==> config.mk <==
export PLATFORM = sky130hd
export DESIGN_NAME = cbp_decode_pipe_flat
export DESIGN_NICKNAME = d
export VERILOG_FILES = /design/src/rtl/cbp_decode_pipe_if.sv /design/src/rtl/cbp_decode_pipe.sv /design/src/flat_wrapper.sv
export SDC_FILE = /design/constraint.sdc
export NUM_CORES = 1
export LEC_CHECK = 0
export CORE_MARGIN = 1.5
export CORE_UTILIZATION = 31
export CTS_CLUSTER_SIZE = 28
export DETAILED_ROUTE_END_ITERATION = 10
export PLACE_DENSITY = 0.5
export SETUP_SLACK_MARGIN = 0.2
export SLEW_MARGIN = 25
export SYNTH_ARGS = -nofsm -noshare
export SYNTH_HDL_FRONTEND = slang
export SYNTH_SLANG_ARGS = --single-unit
export TNS_END_PERCENT = 5
==> constraint.sdc <==
create_clock -name clk -period 10.4 [get_ports clk]
set_input_delay 1.04 -clock clk [delete_from_list [all_inputs] [get_ports clk]]
set_output_delay 1.04 -clock clk [all_outputs]
set_load 0.01 [all_outputs]
==> src/rtl/cbp_decode_pipe_if.sv <==
// ----------------------------------------------------------------------------
// cbp_decode_pipe_if
//   Handshake bundle between the slice-data parser (master) and the
//   coded_block_pattern decode pipe (slave).
//
//   Request side  : in_valid/in_ready plus the per-macroblock fields
//                   (kind, intra, ChromaArrayType, codeNum, mb_type, mb_x,
//                   left/top availability).
//   Result side   : out_valid/out_ready plus CBP luma/chroma, neighbour CBPs,
//                   registered availability flags and the error flag.
// ----------------------------------------------------------------------------
interface cbp_decode_pipe_if #(
    parameter int MBX_W = 7
);
    // Request channel
    logic             in_valid;
    logic             in_ready;
    logic [1:0]       in_kind;
    logic             in_intra;
    logic [1:0]       in_cat;
    logic [5:0]       in_code;
    logic [4:0]       in_mb_type;
    logic [MBX_W-1:0] in_mb_x;
    logic             in_left_avail;
    logic             in_top_avail;

    // Result channel
    logic             out_valid;
    logic             out_ready;
    logic [3:0]       cbp_luma;
    logic [1:0]       cbp_chroma;
    logic [5:0]       cbp_left;
    logic [5:0]       cbp_top;
    logic             left_valid;
    logic             top_valid;
    logic             err;

    // Producer of transactions / consumer of results.
    modport master (
        output in_valid, in_kind, in_intra, in_cat, in_code, in_mb_type,
               in_mb_x, in_left_avail, in_top_avail, out_ready,
        input  in_ready, out_valid, cbp_luma, cbp_chroma, cbp_left, cbp_top,
               left_valid, top_valid, err
    );

    // The decode pipe itself.
    modport slave (
        input  in_valid, in_kind, in_intra, in_cat, in_code, in_mb_type,
               in_mb_x, in_left_avail, in_top_avail, out_ready,
        output in_ready, out_valid, cbp_luma, cbp_chroma, cbp_left, cbp_top,
               left_valid, top_valid, err
    );
endinterface

==> src/rtl/cbp_decode_pipe.sv <==
// ----------------------------------------------------------------------------
// cbp_decode_pipe
//   One-stage registered coded_block_pattern decoder for the slice-data path.
//   Each accepted macroblock transaction yields CodedBlockPatternLuma/Chroma
//   one cycle later, together with the CBPs of the left and top neighbours
//   taken from a small left register and a per-column top-row store.
//
//   Ports
//     clk    : clock
//     reset  : synchronous, active-high reset
//     bus    : cbp_decode_pipe_if.slave
//              in_valid/in_ready     request handshake
//              in_kind               0=me(v) codeNum, 1=Intra16x16, 2=skip, 3=I_PCM
//              in_intra              kind 0 column select (1=Intra4x4/8x8, 0=Inter)
//              in_cat                ChromaArrayType
//              in_code               codeNum (kind 0)
//              in_mb_type            I-slice mb_type 1..24 (kind 1)
//              in_mb_x               macroblock column
//              in_left/top_avail     neighbour availability within the slice
//              out_valid/out_ready   result handshake
//              cbp_luma/cbp_chroma   decoded CBP of the current macroblock
//              cbp_left/cbp_top      {chroma,luma} of neighbours, 0 if unavailable
//              left_valid/top_valid  registered availability flags
//              err                   illegal input in this transaction
// ----------------------------------------------------------------------------
module cbp_decode_pipe #(
    parameter int MAX_MB_W = 120,
    parameter int MBX_W    = 7
) (
    input  logic               clk,
    input  logic               reset,
    cbp_decode_pipe_if.slave   bus
);

    // ------------------------------------------------------------------
    // me(v) mapping, ChromaArrayType 1 or 2. Returns {intra, inter} CBP.
    // ------------------------------------------------------------------
    function automatic logic [11:0] map_cat12(input logic [5:0] code);
        logic [11:0] pair;
        pair = '0;
        case (code)
            6'd0:  pair = {6'd47, 6'd0};
            6'd1:  pair = {6'd31, 6'd16};
            6'd2:  pair = {6'd15, 6'd1};
            6'd3:  pair = {6'd0,  6'd2};
            6'd4:  pair = {6'd23, 6'd4};
            6'd5:  pair = {6'd27, 6'd8};
            6'd6:  pair = {6'd29, 6'd32};
            6'd7:  pair = {6'd30, 6'd3};
            6'd8:  pair = {6'd7,  6'd5};
            6'd9:  pair = {6'd11, 6'd10};
            6'd10: pair = {6'd13, 6'd12};
            6'd11: pair = {6'd14, 6'd15};
            6'd12: pair = {6'd39, 6'd47};
            6'd13: pair = {6'd43, 6'd7};
            6'd14: pair = {6'd45, 6'd11};
            6'd15: pair = {6'd46, 6'd13};
            6'd16: pair = {6'd16, 6'd14};
            6'd17: pair = {6'd3,  6'd6};
            6'd18: pair = {6'd5,  6'd9};
            6'd19: pair = {6'd10, 6'd31};
            6'd20: pair = {6'd12, 6'd35};
            6'd21: pair = {6'd19, 6'd37};
            6'd22: pair = {6'd21, 6'd42};
            6'd23: pair = {6'd26, 6'd44};
            6'd24: pair = {6'd28, 6'd33};
            6'd25: pair = {6'd35, 6'd34};
            6'd26: pair = {6'd37, 6'd36};
            6'd27: pair = {6'd42, 6'd40};
            6'd28: pair = {6'd44, 6'd39};
            6'd29: pair = {6'd1,  6'd43};
            6'd30: pair = {6'd2,  6'd45};
            6'd31: pair = {6'd4,  6'd46};
            6'd32: pair = {6'd8,  6'd17};
            6'd33: pair = {6'd17, 6'd18};
            6'd34: pair = {6'd18, 6'd20};
            6'd35: pair = {6'd20, 6'd24};
            6'd36: pair = {6'd24, 6'd19};
            6'd37: pair = {6'd6,  6'd21};
            6'd38: pair = {6'd9,  6'd26};
            6'd39: pair = {6'd22, 6'd28};
            6'd40: pair = {6'd25, 6'd23};
            6'd41: pair = {6'd32, 6'd27};
            6'd42: pair = {6'd33, 6'd29};
            6'd43: pair = {6'd34, 6'd30};
            6'd44: pair = {6'd36, 6'd22};
            6'd45: pair = {6'd40, 6'd25};
            6'd46: pair = {6'd38, 6'd38};
            6'd47: pair = {6'd41, 6'd41};
            default: pair = '0;
        endcase
        return pair;
    endfunction

    // ------------------------------------------------------------------
    // me(v) mapping, ChromaArrayType 0 or 3 (luma only). Returns
    // {intra, inter} luma CBP.
    // ------------------------------------------------------------------
    function automatic logic [7:0] map_cat03(input logic [3:0] code);
        logic [7:0] pair;
        pair = '0;
        case (code)
            4'd0:  pair = {4'd15, 4'd0};
            4'd1:  pair = {4'd0,  4'd1};
            4'd2:  pair = {4'd7,  4'd2};
            4'd3:  pair = {4'd11, 4'd4};
            4'd4:  pair = {4'd13, 4'd8};
            4'd5:  pair = {4'd14, 4'd3};
            4'd6:  pair = {4'd3,  4'd5};
            4'd7:  pair = {4'd5,  4'd10};
            4'd8:  pair = {4'd10, 4'd12};
            4'd9:  pair = {4'd12, 4'd15};
            4'd10: pair = {4'd1,  4'd7};
            4'd11: pair = {4'd2,  4'd11};
            4'd12: pair = {4'd4,  4'd13};
            4'd13: pair = {4'd8,  4'd14};
            4'd14: pair = {4'd6,  4'd6};
            4'd15: pair = {4'd9,  4'd9};
            default: pair = '0;
        endcase
        return pair;
    endfunction

    // ------------------------------------------------------------------
    // Decode (combinational, from the request fields)
    // ------------------------------------------------------------------
    logic        w_accept;
    logic        w_col_ok;
    logic        w_has_chroma;
    logic [3:0]  w_luma;
    logic [1:0]  w_chroma;
    logic        w_err_dec;
    logic        w_err;
    logic [5:0]  w_cbp;
    logic [11:0] w_pair12;
    logic [7:0]  w_pair03;
    logic [4:0]  w_mt_m1;
    logic [1:0]  w_i16_chroma;
    logic [5:0]  w_top_rd;

    // Output / state registers
    logic        r_out_valid;
    logic [3:0]  r_luma;
    logic [1:0]  r_chroma;
    logic [5:0]  r_cbp_left;
    logic [5:0]  r_cbp_top;
    logic        r_left_valid;
    logic        r_top_valid;
    logic        r_err;
    logic [5:0]  r_left;
    logic [5:0]  r_top_mem [MAX_MB_W];

    assign w_accept     = bus.in_valid && bus.in_ready;
    assign w_col_ok     = int'(bus.in_mb_x) < MAX_MB_W;
    assign w_has_chroma = (bus.in_cat == 2'd1) || (bus.in_cat == 2'd2);
    assign w_pair12     = map_cat12(bus.in_code);
    assign w_pair03     = map_cat03(bus.in_code[3:0]);

    // Intra16x16 chroma repeats 0,1,2 over groups of four mb_types.
    assign w_mt_m1 = bus.in_mb_type - 5'd1;
    always_comb begin
        // NOTE: every always_comb output gets a default first so no path
        // leaves it unassigned and a latch is never inferred.
        w_i16_chroma = 2'd0;
        case (w_mt_m1[4:2])
            3'd1, 3'd4: w_i16_chroma = 2'd1;
            3'd2, 3'd5: w_i16_chroma = 2'd2;
            default:    w_i16_chroma = 2'd0;
        endcase
    end

    always_comb begin
        w_luma    = 4'd0;
        w_chroma  = 2'd0;
        w_err_dec = 1'b0;
        unique case (bus.in_kind)
            2'd0: begin
                if (w_has_chroma) begin
                    if (bus.in_code > 6'd47) begin
                        w_err_dec = 1'b1;
                    end else if (bus.in_intra) begin
                        {w_chroma, w_luma} = w_pair12[11:6];
                    end else begin
                        {w_chroma, w_luma} = w_pair12[5:0];
                    end
                end else begin
                    if (bus.in_code > 6'd15) begin
                        w_err_dec = 1'b1;
                    end else begin
                        w_luma = bus.in_intra ? w_pair03[7:4] : w_pair03[3:0];
                    end
                end
            end
            2'd1: begin
                if (bus.in_mb_type == 5'd0 || bus.in_mb_type > 5'd24) begin
                    w_err_dec = 1'b1;
                end else begin
                    w_luma = (bus.in_mb_type >= 5'd13) ? 4'd15 : 4'd0;
                    // Monochrome / 4:4:4 streams cannot signal chroma here.
                    if (!w_has_chroma && w_i16_chroma != 2'd0) begin
                        w_err_dec = 1'b1;
                    end else begin
                        w_chroma = w_i16_chroma;
                    end
                end
            end
            2'd2: begin
                w_luma   = 4'd0;
                w_chroma = 2'd0;
            end
            2'd3: begin
                w_luma   = 4'd15;
                w_chroma = 2'd2;
            end
        endcase
    end

    assign w_err    = w_err_dec || !w_col_ok;
    assign w_cbp    = {w_chroma, w_luma};
    assign w_top_rd = w_col_ok ? r_top_mem[bus.in_mb_x] : 6'd0;

    // ------------------------------------------------------------------
    // Output register and left neighbour
    // ------------------------------------------------------------------
    always_ff @(posedge clk) begin
        // NOTE: sequential state uses non-blocking assignments so every
        // register samples pre-edge values; the neighbour read-before-write
        // below depends on it.
        if (reset) begin
            r_out_valid  <= 1'b0;
            r_luma       <= 4'd0;
            r_chroma     <= 2'd0;
            r_cbp_left   <= 6'd0;
            r_cbp_top    <= 6'd0;
            r_left_valid <= 1'b0;
            r_top_valid  <= 1'b0;
            r_err        <= 1'b0;
            r_left       <= 6'd0;
        end else if (w_accept) begin
            r_out_valid  <= 1'b1;
            r_luma       <= w_luma;
            r_chroma     <= w_chroma;
            r_cbp_left   <= bus.in_left_avail ? r_left : 6'd0;
            r_cbp_top    <= bus.in_top_avail ? w_top_rd : 6'd0;
            r_left_valid <= bus.in_left_avail;
            r_top_valid  <= bus.in_top_avail;
            r_err        <= w_err;
            r_left       <= w_cbp;
        end else if (bus.out_ready) begin
            r_out_valid  <= 1'b0;
        end
    end

    // ------------------------------------------------------------------
    // Top-row store: one entry per macroblock column.
    // ------------------------------------------------------------------
    // NOTE: the store has no reset; stale contents are never observed
    // because every read is gated by in_top_avail, and leaving it
    // unreset lets it map onto plain RAM.
    always_ff @(posedge clk) begin
        if (w_accept && !reset && w_col_ok) begin
            r_top_mem[bus.in_mb_x] <= w_cbp;
        end
    end

    // ------------------------------------------------------------------
    // Outputs
    // ------------------------------------------------------------------
    assign bus.in_ready   = !r_out_valid || bus.out_ready;
    assign bus.out_valid  = r_out_valid;
    assign bus.cbp_luma   = r_luma;
    assign bus.cbp_chroma = r_chroma;
    assign bus.cbp_left   = r_cbp_left;
    assign bus.cbp_top    = r_cbp_top;
    assign bus.left_valid = r_left_valid;
    assign bus.top_valid  = r_top_valid;
    assign bus.err        = r_err;

endmodule

==> src/flat_wrapper.sv <==
// flat-port wrapper written by rule: the top's interface ports become plain ports
module cbp_decode_pipe_flat 
#(
    parameter int MAX_MB_W = 120,
    parameter int MBX_W    = 7
)
  (clk, reset, bus_in_valid, bus_in_kind, bus_in_intra, bus_in_cat, bus_in_code, bus_in_mb_type, bus_in_mb_x, bus_in_left_avail, bus_in_top_avail, bus_out_ready, bus_in_ready, bus_out_valid, bus_cbp_luma, bus_cbp_chroma, bus_cbp_left, bus_cbp_top, bus_left_valid, bus_top_valid, bus_err);
  cbp_decode_pipe_if #(.MBX_W(MBX_W)) bus_i ();
  input  logic clk;
  input  logic reset;
  input wire logic [$bits(bus_i.in_valid)-1:0] bus_in_valid;
  input wire logic [$bits(bus_i.in_kind)-1:0] bus_in_kind;
  input wire logic [$bits(bus_i.in_intra)-1:0] bus_in_intra;
  input wire logic [$bits(bus_i.in_cat)-1:0] bus_in_cat;
  input wire logic [$bits(bus_i.in_code)-1:0] bus_in_code;
  input wire logic [$bits(bus_i.in_mb_type)-1:0] bus_in_mb_type;
  input wire logic [$bits(bus_i.in_mb_x)-1:0] bus_in_mb_x;
  input wire logic [$bits(bus_i.in_left_avail)-1:0] bus_in_left_avail;
  input wire logic [$bits(bus_i.in_top_avail)-1:0] bus_in_top_avail;
  input wire logic [$bits(bus_i.out_ready)-1:0] bus_out_ready;
  output wire logic [$bits(bus_i.in_ready)-1:0] bus_in_ready;
  output wire logic [$bits(bus_i.out_valid)-1:0] bus_out_valid;
  output wire logic [$bits(bus_i.cbp_luma)-1:0] bus_cbp_luma;
  output wire logic [$bits(bus_i.cbp_chroma)-1:0] bus_cbp_chroma;
  output wire logic [$bits(bus_i.cbp_left)-1:0] bus_cbp_left;
  output wire logic [$bits(bus_i.cbp_top)-1:0] bus_cbp_top;
  output wire logic [$bits(bus_i.left_valid)-1:0] bus_left_valid;
  output wire logic [$bits(bus_i.top_valid)-1:0] bus_top_valid;
  output wire logic [$bits(bus_i.err)-1:0] bus_err;
  assign bus_i.in_valid = bus_in_valid;
  assign bus_i.in_kind = bus_in_kind;
  assign bus_i.in_intra = bus_in_intra;
  assign bus_i.in_cat = bus_in_cat;
  assign bus_i.in_code = bus_in_code;
  assign bus_i.in_mb_type = bus_in_mb_type;
  assign bus_i.in_mb_x = bus_in_mb_x;
  assign bus_i.in_left_avail = bus_in_left_avail;
  assign bus_i.in_top_avail = bus_in_top_avail;
  assign bus_i.out_ready = bus_out_ready;
  assign bus_in_ready = bus_i.in_ready;
  assign bus_out_valid = bus_i.out_valid;
  assign bus_cbp_luma = bus_i.cbp_luma;
  assign bus_cbp_chroma = bus_i.cbp_chroma;
  assign bus_cbp_left = bus_i.cbp_left;
  assign bus_cbp_top = bus_i.cbp_top;
  assign bus_left_valid = bus_i.left_valid;
  assign bus_top_valid = bus_i.top_valid;
  assign bus_err = bus_i.err;
  cbp_decode_pipe #(.MAX_MB_W(MAX_MB_W), .MBX_W(MBX_W)) u_core (.clk(clk), .reset(reset), .bus(bus_i));
endmodule
==> impl_metrics.ini, run 1 <==
[cells_and_area]
regArea_sq_um = 22100
final_core_util = 0.358
syn_to_final_growth_pct = 13.8
antenna_cells = 0
nets = 2074
multiInputGateArea_sq_um = 7900
instances_no_fill = 3373
fillers = 9164
layout-drive-gt1-share = 0.122
finish.instance_area_sq_um = 34800

[synth]
netlist_area_sq_um = 30600
ys_seq_elements = 742
syn-num-nets = 2048
synth.most_common_cell = edfxtp_1
synth-async-reset-ratio = 0
synth_edf_count = 720
synth_area_leader_cell = edfxtp_1
synthDistinctLibCells = 68
synthTopCellsByCount = edfxtp_1, nor2_1, mux2i_1
yosysWarningCount = 0
ys_seq_area_frac = 0.722
synth_top_area_share = 0.708
synthTopCellsByArea = edfxtp_1, mux2i_1, a221oi_1, nor2_1, mux2_2
avgSynthCellArea_sq_um = 15.2
synthFlopType = edfxtp_1
syn_inst = 2010

[die]
coreArea_sq_um = 97100
design.die.area_sq_um = 100000
die_y_um = 317
io_pins = 52
std_cell_rows = 114
start_util = 0.315
die_x_um = 317

[clock_tree]
cts.sinks = 742
hold_buffers = 0
clockRootBuffer = clkbuf_16
cts_tree = yes
insertion_delay_ns = 0.63
cts_made_buffers = 78
htreeDepth = 3
cts_buffer_depth = 3
clkTransAtPathRegs_ns = 0.06
post_cts_resize_count = 0
postCtsSetupBuffers = 0

[timing]
fin_crit_ns = 4.95
tightest_slew_ns = 1.05
hold_ws_ns = 0.456
setup_slack_ns = 5.45
maxSlewViolCount = 0
timing_hold_violations_final = 0
fmax_mhz = 202
setup_viol = 0
skew_ns = 0.0308
period_share = 0.476
slew_headroom = 0.301
setup_tns_ns = 0
rsz0062_at_grt = false

[min_path]
min_to = u_core.bus.cbp_left[0]
hp-class = reg2reg
worstHoldStart = u_core.bus.cbp_left[0]
hold_depth = 2

[drt]
drtIter0Drc = 2381
drtPass1Iterations = 6
post_drt_wl_per_cell_um = 29.3
route.detailed.drc = 0
viasPerCell = 5.70
ant_nets = 0
num_vias = 19233
routed_wl_um = 98800

[power]
powerDensity_nw_per_um2 = 185
total_power_mw = 6.44
peakVddDrop_v = 0.000138
p_leak_nw = 11.3

[global_routing]
grt-ovfl-total = 0
grt_pass1_vias = 18852
grt_pass1_wl_um = 141000
grt_max_degree = 121
antenna_found_initial = 0
grt_usage = 0.195

[placement]
gp_congestion = 0.878
placed_area_sq_um = 32400
dp.final_hpwl_um = 57800
place_ws_ns = 4.65
io_buffers = 51
dp_cells = 3232

[critical_path]
arrival_ns = 5.26
rr_endpoint = u_core.r_top_mem[95][0]
crit_fanout = 65
worstReg2RegStart = u_core.bus.out_valid
ff2ff_setup_slack_ns = 6.10
cp.required_ns = 10.71
r2r_cells = 6
path_class = in2reg
setup.worst_path.end_class = flip-flop
cp-start-kind = input port

[run]
cap_violations = 0

[outcome]
status = completed
-- worst max path at each step --
| stage | from | to | cells after the start |
|---|---|---|---|
| after floorplan | bus_in_code[0] | u_core.r_top_mem[0][4] | 9 |
| after global placement | bus_in_mb_x[1] | u_core.r_top_mem[93][0] | 6 |
| after detailed placement | bus_in_code[3] | u_core.r_top_mem[98][4] | 9 |
| after CTS | bus_in_code[3] | u_core.r_top_mem[110][4] | 9 |
| after global routing | bus_in_code[0] | u_core.r_top_mem[75][4] | 11 |
| final | bus_in_code[0] | u_core.r_top_mem[98][4] | 11 |
-- cells in the final DEF (no fill, tap or decap), types with 43 or more instances in the layout --
| cell | n |
|---|---|
| o22ai_1 | 43 |
| clkdlybuf4s50_1 | 46 |
| mux2_2 | 50 |
| mux2i_1 | 115 |
| clkbuf_16 | 81 |
| nor2_1 | 203 |
| o21ai_0 | 78 |
| edfxtp_1 | 720 |
| nand2_1 | 90 |
| a22oi_1 | 59 |
| a221oi_1 | 96 |
| a21oi_1 | 83 |
-- final cells by class --
type | count | area share
multi-input cells | 1110 | 0.227
clock buffers | 104 | 0.0610
well taps | 1276 | 0.0459
inverters | 14 | 0.00151
flip-flops and latches | 742 | 0.634
clock inverters | 37 | 0.00698
repair buffers | 90 | 0.0233
-- power breakdown --
group | switching, mW | internal, mW
Clock | 1.15 | 1.48
Sequential | 0.00512 | 3.32
Combinational | 0.349 | 0.127
Total | 1.51 | 4.93
-- cells by family (layout without fill, tap and decap cells) --
| kind of cell | after synthesis | in the layout | synth area share |
|---|---|---|---|
| DFF | 742 | 742 | 0.722 |
| AOI/OAI and AO/OA | 509 | 509 | 0.119 |
| and+or+nand+nor | 401 | 401 | 0.0567 |
| muxes | 188 | 188 | 0.0730 |
| buffers and inverters | 158 | 245 | 0.0244 |
| adders and majority gates | 9 | 9 | 0.00368 |
| xor gates and xnor gates | 3 | 3 | 0.000860 |
-- sequential cells by signal, indices dropped and copies added (netlist names) --
signal                 cells
u_core.r_left              1
u_core.r_top_mem         720
u_core.bus.cbp_left        6
u_core.bus.err             1
u_core.bus.top_valid       1
u_core.bus.out_valid       1
u_core.bus.left_valid      1
u_core.bus.cbp_chroma      2
u_core.bus.cbp_top         6
u_core.bus.cbp_luma        3
-- critical path: stages --
cell             delay (ns)
clkdlybuf4s50_1        0.75
inv_1                  0.22
ha_1                   0.45
nand2_1                0.17
o21ai_0                0.13
a22o_1                 0.26
a2111oi_0              0.52
a21oi_1                0.12
nor3_2                 0.13
buf_4                  0.59
buf_4                  0.69
-- layer usage --
metal | global-route usage | wire, um | share of wire | vias to the layer above
li1 | - | - | - | 8084
met1 | 0.271 | 41900 | 0.42 | 10037
met5 | 0 | 0 | 0 | -
met3 | 0.0421 | 8530 | 0.086 | 145
met4 | 0.0461 | 2200 | 0.022 | 0
met2 | 0.311 | 46200 | 0.47 | 967
Note: power is estimated with default switching activity, not from simulation.
==> run 2, diff against run 1 <==
--- a/config.mk
+++ b/config.mk
@@ -9,7 +9,7 @@
 export CORE_UTILIZATION = 31
 export CTS_CLUSTER_SIZE = 28
 export DETAILED_ROUTE_END_ITERATION = 10
-export PLACE_DENSITY = 0.5
+export PLACE_DENSITY = 0.52
 export SETUP_SLACK_MARGIN = 0.2
 export SLEW_MARGIN = 25
 export SYNTH_ARGS = -nofsm -noshare
==> constraint.sdc (replaced) <==
create_clock -name clk -period 4 [get_ports clk]
set_input_delay 0.4 -clock clk [delete_from_list [all_inputs] [get_ports clk]]
set_output_delay 0.4 -clock clk [all_outputs]
set_load 0.01 [all_outputs]
==> run 2 against run 1 <==
Compared with the run above: combinational power grew to 2.8 times the previous value; cell count grew 2.8%; global-route usage up 0.058 points; clock skew shrank 0.0038 ns; via count is 1.0% higher; non-clock buffer count up 92; hold slack lost 0.075 ns; routed wire length about the same; critical endpoint is now u_core.r_top_mem[113][1]; largest cell class unchanged; largest power group unchanged.
==> impl_metrics.ini, run 2 (synthesis gave the netlist of run 1 again) <==
[outcome]
status = completed

[clock_tree]
post_cts_resize_count = 0
clockRootBuffer = clkbuf_16
postCtsSetupBuffers = 0
htreeDepth = 3
insertion_delay_ns = 0.64
cts_buffer_depth = 3
cts_tree = yes
hold_buffers = 0
cts.sinks = 742
cts_made_buffers = 80
clkTransAtPathRegs_ns = 0.06

[cells_and_area]
final_cell_mix = edfxtp_1, nor2_1, mux2i_1
nets = 2168
multiInputGateArea_sq_um = 7880
largest_register_ffs = 720
syn_to_final_growth_pct = 17.6
fillers = 9087
regMostFlops = u_core.r_top_mem
regArea_sq_um = 22100
layout_commonest_cell = edfxtp_1
final_core_util = 0.370
layout-drive-gt1-share = 0.164
antenna_cells = 0
finish.instance_area_sq_um = 35900

[die]
die_x_um = 317
design.die.area_sq_um = 100000
die_y_um = 317
std_cell_rows = 114
io_pins = 52
coreArea_sq_um = 97100
start_util = 0.315

[drt]
route.detailed.drc = 0
dr_wl_met3_um = 8020
drtPass1Iterations = 5
routed_wl_um = 98800
viasPerCell = 5.60
post_drt_wl_per_cell_um = 28.5
drtIter0Drc = 2176
wl_met1_um = 43300
num_vias = 19434
highest_layer = met5
ant_nets = 0
wl_met2_um = 44700

[power]
peakVddDrop_v = 0.000325
p_leak_nw = 11.9
total_power_mw = 17.4
swShare = 0.230
combPwrFrac = 0.076
p_int_mw = 13.4
power.switching_mw = 4.00
seqPwrFrac = 0.498
powerDensity_nw_per_um2 = 483
p_clk_frac = 0.426

[placement]
place_ws_ns = 0.134
dp.final_hpwl_um = 63100
placed_area_sq_um = 33400
io_buffers = 51
gp_congestion = 0.872

[timing]
skew_ns = 0.0269
rsz0062_at_grt = false
tightest_slew_ns = 1.00
setup_viol = 0
setup_slack_ns = 0.630
maxSlewViolCount = 0
fmax_mhz = 297
setup_tns_ns = 0
slew_headroom = 0.316
fin_crit_ns = 3.37
timing_hold_violations_final = 0
period_share = 0.842

[critical_path]
setup.worst_path.end_class = flip-flop
crit_slowest_cell = clkdlybuf4s50_1
crit_fanout = 13
critical_path.startpoint = bus_in_mb_x[3]
arrival_ns = 3.61
crit_chain = clkdlybuf4s50_1 -> nand2_1 -> o21ai_0 -> nor2_1 -> nand2_1 -> buf_4 -> nor2_1
cp_slowest_stage_delay_ns = 0.86
cp-start-kind = input port
worstReg2RegStart = u_core.bus.out_valid
cp.required_ns = 4.24
path_class = in2reg

[global_routing]
grt_max_degree = 122
antenna_found_initial = 2
grt_pass1_wl_um = 142000
grt_usage = 0.196
grt_pass1_vias = 19164
grt-ovfl-total = 0

[run]
cap_violations = 0

[min_path]
hp-class = in2reg
worstHoldStart = bus_in_valid
-- run 2: changes by cell type in the layout (fill, tap and decap cells not counted), moves of 3 or more --
| cell | change |
|---|---|
| buf_4 | +72 |
| buf_12 | +20 |
| clkinv_1 | -7 |
| bufinv_16 | +6 |
| clkbuf_1 | -4 |
| clkinvlp_4 | +4 |
| nand2_1 | +3 |
| nand2_2 | -3 |
-- run 2: path summary, 6_finish.rpt --
kind / end / slack, ns / cells past startpoint
setup / recovery: u_core.r_top_mem[113][1] / 0.63 / 7
hold / removal: u_core.bus.out_valid / 0.38 / 3
setup reg to reg: u_core.r_top_mem[113][1] / 0.88 / 7
hold reg to reg: u_core.bus.cbp_left[0] / 0.45 / 2
-- run 2: worst max-delay path: cells and delay by family --
| kind | cells | cell delay (ns) |
|---|---|---|
| AOI/OAI and AO/OA | 1 | 0.32 |
| and+or+nand+nor | 4 | 1.73 |
| buffers and inverters | 2 | 1.15 |
-- run 2: stage by stage --
step                      hold WS [ns]  instances
after floorplan                  0.476       2010
after global placement           0.443       3324
after detailed placement         0.451       3324
after CTS                        0.342       3468
after global routing             0.389       3468
final                            0.381       3468
-- run 2: power by group through the flow --
stage | Combinational (mW) | Clock (mW) | Sequential, mW
2_1_floorplan | 0.676 | 0 | 8.82
3_3_place_gp | 1.30 | 0 | 8.80
3_5_place_dp | 1.31 | 0 | 8.80
4_1_cts | 1.31 | 7.49 | 8.63
5_1_grt | 1.39 | 7.77 | 8.63
6_report | 1.32 | 7.40 | 8.64
-- run 2: layer usage --
| layer | global-route usage | vias up |
|---|---|---|
| li1 | - | 8265 |
| met1 | 0.278 | 10066 |
| met2 | 0.302 | 936 |
| met3 | 0.0361 | 163 |
| met4 | 0.0615 | 4 |
| met5 | 0.00331 | - |
-- run 2: layout make-up --
cell class	instances	area share
flip-flops and latches	742	0.614
multi-input cells	1110	0.219
clock buffers	102	0.0597
repair buffers	182	0.0491
well taps	1276	0.0444
clock inverters	42	0.0122
inverters	14	0.00153
==> RTL change 1, RTL diff (settings of run 2) <==
`MBX_W` is set to 7 in 3 places; all go to 9.
--- a/src/rtl/cbp_decode_pipe_if.sv
+++ b/src/rtl/cbp_decode_pipe_if.sv
@@ -10,7 +10,7 @@
 //                   registered availability flags and the error flag.
 // ----------------------------------------------------------------------------
 interface cbp_decode_pipe_if #(
-    parameter int MBX_W = 7
+    parameter int MBX_W = 9
 );
     // Request channel
     logic             in_valid;
--- a/src/rtl/cbp_decode_pipe.sv
+++ b/src/rtl/cbp_decode_pipe.sv
@@ -25,7 +25,7 @@
 // ----------------------------------------------------------------------------
 module cbp_decode_pipe #(
     parameter int MAX_MB_W = 120,
-    parameter int MBX_W    = 7
+    parameter int MBX_W    = 9
 ) (
     input  logic               clk,
     input  logic               reset,
--- a/src/flat_wrapper.sv
+++ b/src/flat_wrapper.sv
@@ -2,7 +2,7 @@
 module cbp_decode_pipe_flat 
 #(
     parameter int MAX_MB_W = 120,
-    parameter int MBX_W    = 7
+    parameter int MBX_W    = 9
 )
   (clk, reset, bus_in_valid, bus_in_kind, bus_in_intra, bus_in_cat, bus_in_code, bus_in_mb_type, bus_in_mb_x, bus_in_left_avail, bus_in_top_avail, bus_out_ready, bus_in_ready, bus_out_valid, bus_cbp_luma, bus_cbp_chroma, bus_cbp_left, bus_cbp_top, bus_left_valid, bus_top_valid, bus_err);
   cbp_decode_pipe_if #(.MBX_W(MBX_W)) bus_i ();
Ports: changed (resized bus_in_mb_x); port bits go from 52 to 54. The function was not compared with the original's and may differ.
==> RTL change 1 against run 2 <==
  * Critical path depth grew 2
  * Sequential cell count is the same
  * Sequential power is essentially flat
  * Non-clock buffer count grew 49
  * Design area grew 1.1%
  * Combinational power shrank 3%
  * Power grew 0.48%
  * Area after synthesis grew 0.45%
  * Setup slack gained 0.29 ns
  * Wire length grew 2.6%
  * Register-to-register slack gained 0.58 ns
  * Critical path type unchanged
  * Largest cell class unchanged
==> RTL change 1: results (changes against run 2) <==
outcome: "completed"
detailed_place_hpwl_um: 64700  # +2.5%
post-place-ws_ns: 0.402  # +0.268 ns
skew_ns: 0.0352  # +0.00824 ns
wirelength_um: 101000  # +2.6%
arrival_ns: 3.33  # -0.28 ns
critPathMaxStageDelay_ns: 0.65  # -0.21 ns
crit_fanout: 120  # +107
path_delay_family: "buffers and inverters"
ys_top_cells_by_area: "edfxtp_1 (70%), mux2i_1 (3.5%), mux4_2 (3.2%)"
numCtsBuffers: 78  # -2.5%
worst_hold_slack_ns: 0.380  # -0.000629 ns
dp_cells: 3349  # +0.75%
grt_pass1_vias: 19300  # +0.80%
power_leakage_nw: 12.0  # +1.4%
postSynthCellCount: 1974  # -1.8%
portBuffers: 53  # +3.9%
regToRegSetupSlack_ns: 1.46  # +0.58 ns
grt_usage_pct: 19.6  # +0.067 points
nets: 2182  # +0.65%
tightest_slew_ns: 1.01  # +0.0113 ns
grt_pass1_wl_um: 145000  # +2.2%
ys_types: 75  # +10%
vias: 19600  # +1.0%
hold_start: "bus_in_valid"
yosys-top-cells-count: "edfxtp_1 (720), nor2_1 (198), mux2i_1 (106), nand2_1 (86), a221oi_1 (70)"
fin_cells: 3493  # +0.72%
antenna_found_initial: 0  # -2
ir_drop_uv: 253  # -22%
n_fill_cell: 9218  # +1.4%
RTL change 1: changes by cell type in the layout (fill, tap and decap cells not counted), sizes merged, moves of 6 or more:
cell	before	now
nor3	12	29
o2111ai	0	6
nor2	207	201
a221oi	98	71
o22ai	44	57
a31oi	4	17
o21ai	79	55
nand2	96	88
a21oi	83	66
inv	16	10
buf	133	181
mux4	23	44
mux2i	115	106
RTL change 1: layer usage:
layer | part of all wire [%] | track usage [%] | up-vias | wire length (um)
met4 | 2.8 | 5.99 | 0 | 2870
met2 | 45 | 30.2 | 1070 | 45600
met3 | 9.4 | 4.53 | 164 | 9500
li1 | - | - | 8236 | -
met1 | 43 | 27.5 | 10200 | 43300
met5 | 0 | 0 | - | 0
RTL change 1: cell type report:
class                           instances  share of cell area, %
Clock buffer                          100                   5.94
Clock inverter                         44                   1.35
Inverter                               11                  0.120
Multi-Input combinational cell       1078                   21.8
Sequential cell                       742                   60.7
Tap cell                             1287                   4.43
Timing Repair Buffer                  231                   5.63
RTL change 1: metrics by stage:
stage,utilization (%),power (mW),cell area [sq um]
6_report,37.0,17.4,36300
5_1_grt,37.0,17.8,36300
2_1_floorplan,-,9.49,30800
3_5_place_dp,34.3,10.1,33700
3_3_place_gp,34.3,10.1,33700
4_1_cts,37.0,17.5,36300
RTL change 1: how the worst max path moves through the flow:
stage	startpoint	end	slack [ns]
floorplan	bus_in_code[1]	u_core.r_top_mem[0][1]	-1.64
global placement	bus_in_code[0]	u_core.r_top_mem[6][0]	0.40
global route	bus_in_code[0]	u_core.r_top_mem[40][1]	0.89
CTS	bus_in_code[0]	u_core.r_top_mem[11][2]	1.05
finish	bus_in_code[0]	u_core.r_top_mem[40][1]	0.92
detailed placement	bus_in_code[0]	u_core.r_top_mem[37][2]	0.40
RTL change 1: worst min-delay path: cells and delay by family:
| kind | cells | cell delay, ns |
|---|---|---|
| buffers and inverters | 2 | 0.49 |
| AOI/OAI and AO/OA | 1 | 0.05 |
RTL change 1: cells by family after synthesis:
group / Yosys count / synth area share [%]
buf+inv: 154 / 2.65
xor+xnor: 2 / 0.0571
compound gates: 451 / 10.5
simple gates: 416 / 6.02
fa+ha+maj: 9 / 0.367
flops: 742 / 71.9
mux: 200 / 8.54
RTL change 1: where the power goes:
group / leakage (nW) / internal, mW / switching (mW)
registers: 7.04 / 8.62 / 0.00917
clock network: 1.29 / 4.47 / 3.06
logic: 3.71 / 0.390 / 0.894
total: 12.0 / 13.5 / 3.96
==> RTL change 2, RTL diff (flow settings as in run 2) <==
Without the edit above. Make the reset (`reset`) asynchronous in one clocked block. Comments in the files are not updated.
--- a/src/rtl/cbp_decode_pipe.sv
+++ b/src/rtl/cbp_decode_pipe.sv
@@ -222,7 +222,7 @@
     // ------------------------------------------------------------------
     // Output register and left neighbour
     // ------------------------------------------------------------------
-    always_ff @(posedge clk) begin
+    always_ff @(posedge clk or posedge reset) begin
         // NOTE: sequential state uses non-blocking assignments so every
         // register samples pre-edge values; the neighbour read-before-write
         // below depends on it.
Check against the original RTL: not equivalent (a bounded check fails within 4 cycles, from zero or initial values and one cycle with reset high; the reset may be asserted at any time).
==> RTL change 2 against run 2 <==
  * Utilization about the same
  * Sequential cell count unchanged
  * Wire length decreased by 0.22%
  * Highest routed layer unchanged
  * Setup slack improved by 0.31 ns
  * Largest power group unchanged
  * Maximum frequency increased by 10%
  * Largest cell class unchanged
  * Register-to-register slack improved by 0.52 ns
  * Area after synthesis increased by 1.3%
  * Design area increased by 1.5%
  * Critical path type unchanged
  * Power decreased by 1.5%
==> RTL change 2: results (changes against run 2) <==
outcome: "completed"
ys_types: 77  # +13%
synth_fp_nets: 1976  # -3.5%
dpl_cell_area_sq_um: 34000  # +2.0%
critPathMaxStageDelay_ns: 0.60  # -0.26 ns
ir_drop_uv: 264  # -19%
vias_per_cell: 5.58  # -0.45%
crit_fanout: 36  # +23
largest_register: "u_core.r_top_mem"
rr_worst_depth: 7  # unchanged
regToRegSetupSlack_ns: 1.40  # +0.52 ns
cpMaxStageDelayCell: "o31ai_1"
grt_usage_pct: 19.1  # -0.41 points
detailed_place_hpwl_um: 65000  # +3.0%
wirelength_um: 98600  # -0.22%
clk_pin_slew_ns: 0.06  # about the same
drtIter0Drc: 2148  # -1.3%
path_delay_family: "buffers and inverters"
nets: 2144  # -1.1%
clkLatencyLatePin_ns: 0.65
n_antenna_cell: 0  # unchanged
grt_pass1_vias: 19000  # -0.76%
async_flop_share_pct: 2.96  # +3.0 points
portBuffers: 51  # unchanged
clock_tree.buffer_depth: 3  # unchanged
skew_ns: 0.0464  # +0.0194 ns
antenna_found_initial: 5  # +3
arrival_ns: 3.40  # -0.21 ns
reg2reg_from: "u_core.bus.out_valid"
yosysWarningCount: 0  # unchanged
reg2reg_to: "u_core.r_top_mem[12][4]"
numCtsBuffers: 77  # -3.8%
drive_above_1_share_pct: 19.8  # +3.5 points
endpoint: "u_core.r_top_mem[41][3]"
grt_max_degree: 122  # unchanged
hp-class: "in -> async"
synth_edf_count: 720  # unchanged
tightest_slew_ns: 1.10  # +0.0974 ns
largest_register_ffs: 720  # unchanged
gp_congestion: 0.930  # +6.7%
htree_num_levels: 3  # unchanged
power_leakage_nw: 12.2  # +2.8%
grt-ovfl-total: 0  # unchanged
cp-startpoint: "bus_in_code[0]"
ys_seq_area_share_pct: 71.6  # -0.59 points
yosys-top-cells-count: "edfxtp_1 (720), nor2_1 (170), mux2i_1 (100), nand2_1 (98), mux4_2 (62)"
ctsResizeCount: 0  # unchanged
grt_pass1_wl_um: 142000  # about the same
ys_top_cells_by_area: "edfxtp_1 (70%), mux4_2 (4.5%), mux2i_1 (3.2%)"
RTL change 2: area by class of cell:
type	count	area [sq um]
Fill cell	9219	62200
Sequential cell	742	22200
Multi-Input combinational cell	1040	8090
Clock buffer	100	2120
Timing Repair Buffer	226	2080
Tap cell	1287	1610
Clock inverter	36	324
Inverter	19	78.8
RTL change 2: per-stage QoR:
step	worst slack, ns	instances
floorplan	-1.56	1938
global placement	0.328	3314
detailed placement	0.318	3314
CTS	0.978	3450
global route	0.821	3450
finish	0.942	3450
RTL change 2: power by group:
part | switching [mW] | internal [mW] | total, mW
Clock | 2.98 | 4.06 | 7.04
Sequential | 0.0352 | 8.64 | 8.68
Combinational | 0.912 | 0.466 | 1.38
RTL change 2: cells by family (layout without fill, tap and decap cells):
group,count (synthesis),in the layout,synth area share (%)
flip-flops,742,742,71.6
XOR/XNOR,3,3,0.0849
adder cells (fa/ha/maj),10,10,0.396
AO/OA/AOI/OAI,407,407,9.65
buffers and inverters,156,381,2.49
multiplexers,215,215,9.72
AND/OR/NAND/NOR,405,405,6.06
RTL change 2: worst min path at each step:
stage	slack (ns)	endpoint	depth (start not counted)
floorplan	0.39	u_core.bus.cbp_left[0]	1
global placement	0.45	u_core.bus.cbp_left[5]	2
detailed placement	0.46	u_core.bus.cbp_left[3]	2
CTS	0.16	u_core.bus.cbp_top[4]	2
global route	0.22	u_core.bus.cbp_top[3]	2
finish	0.22	u_core.bus.cbp_top[4]	2
RTL change 2: routing by layer:
| metal | track usage (%) | vias to the layer above | part of all wire [%] |
|---|---|---|---|
| li1 | - | 8082 | - |
| met1 | 27.2 | 10100 | 44 |
| met2 | 29.9 | 894 | 46 |
| met3 | 3.11 | 173 | 7.1 |
| met4 | 6.30 | 2 | 2.9 |
| met5 | 0 | - | 0.013 |
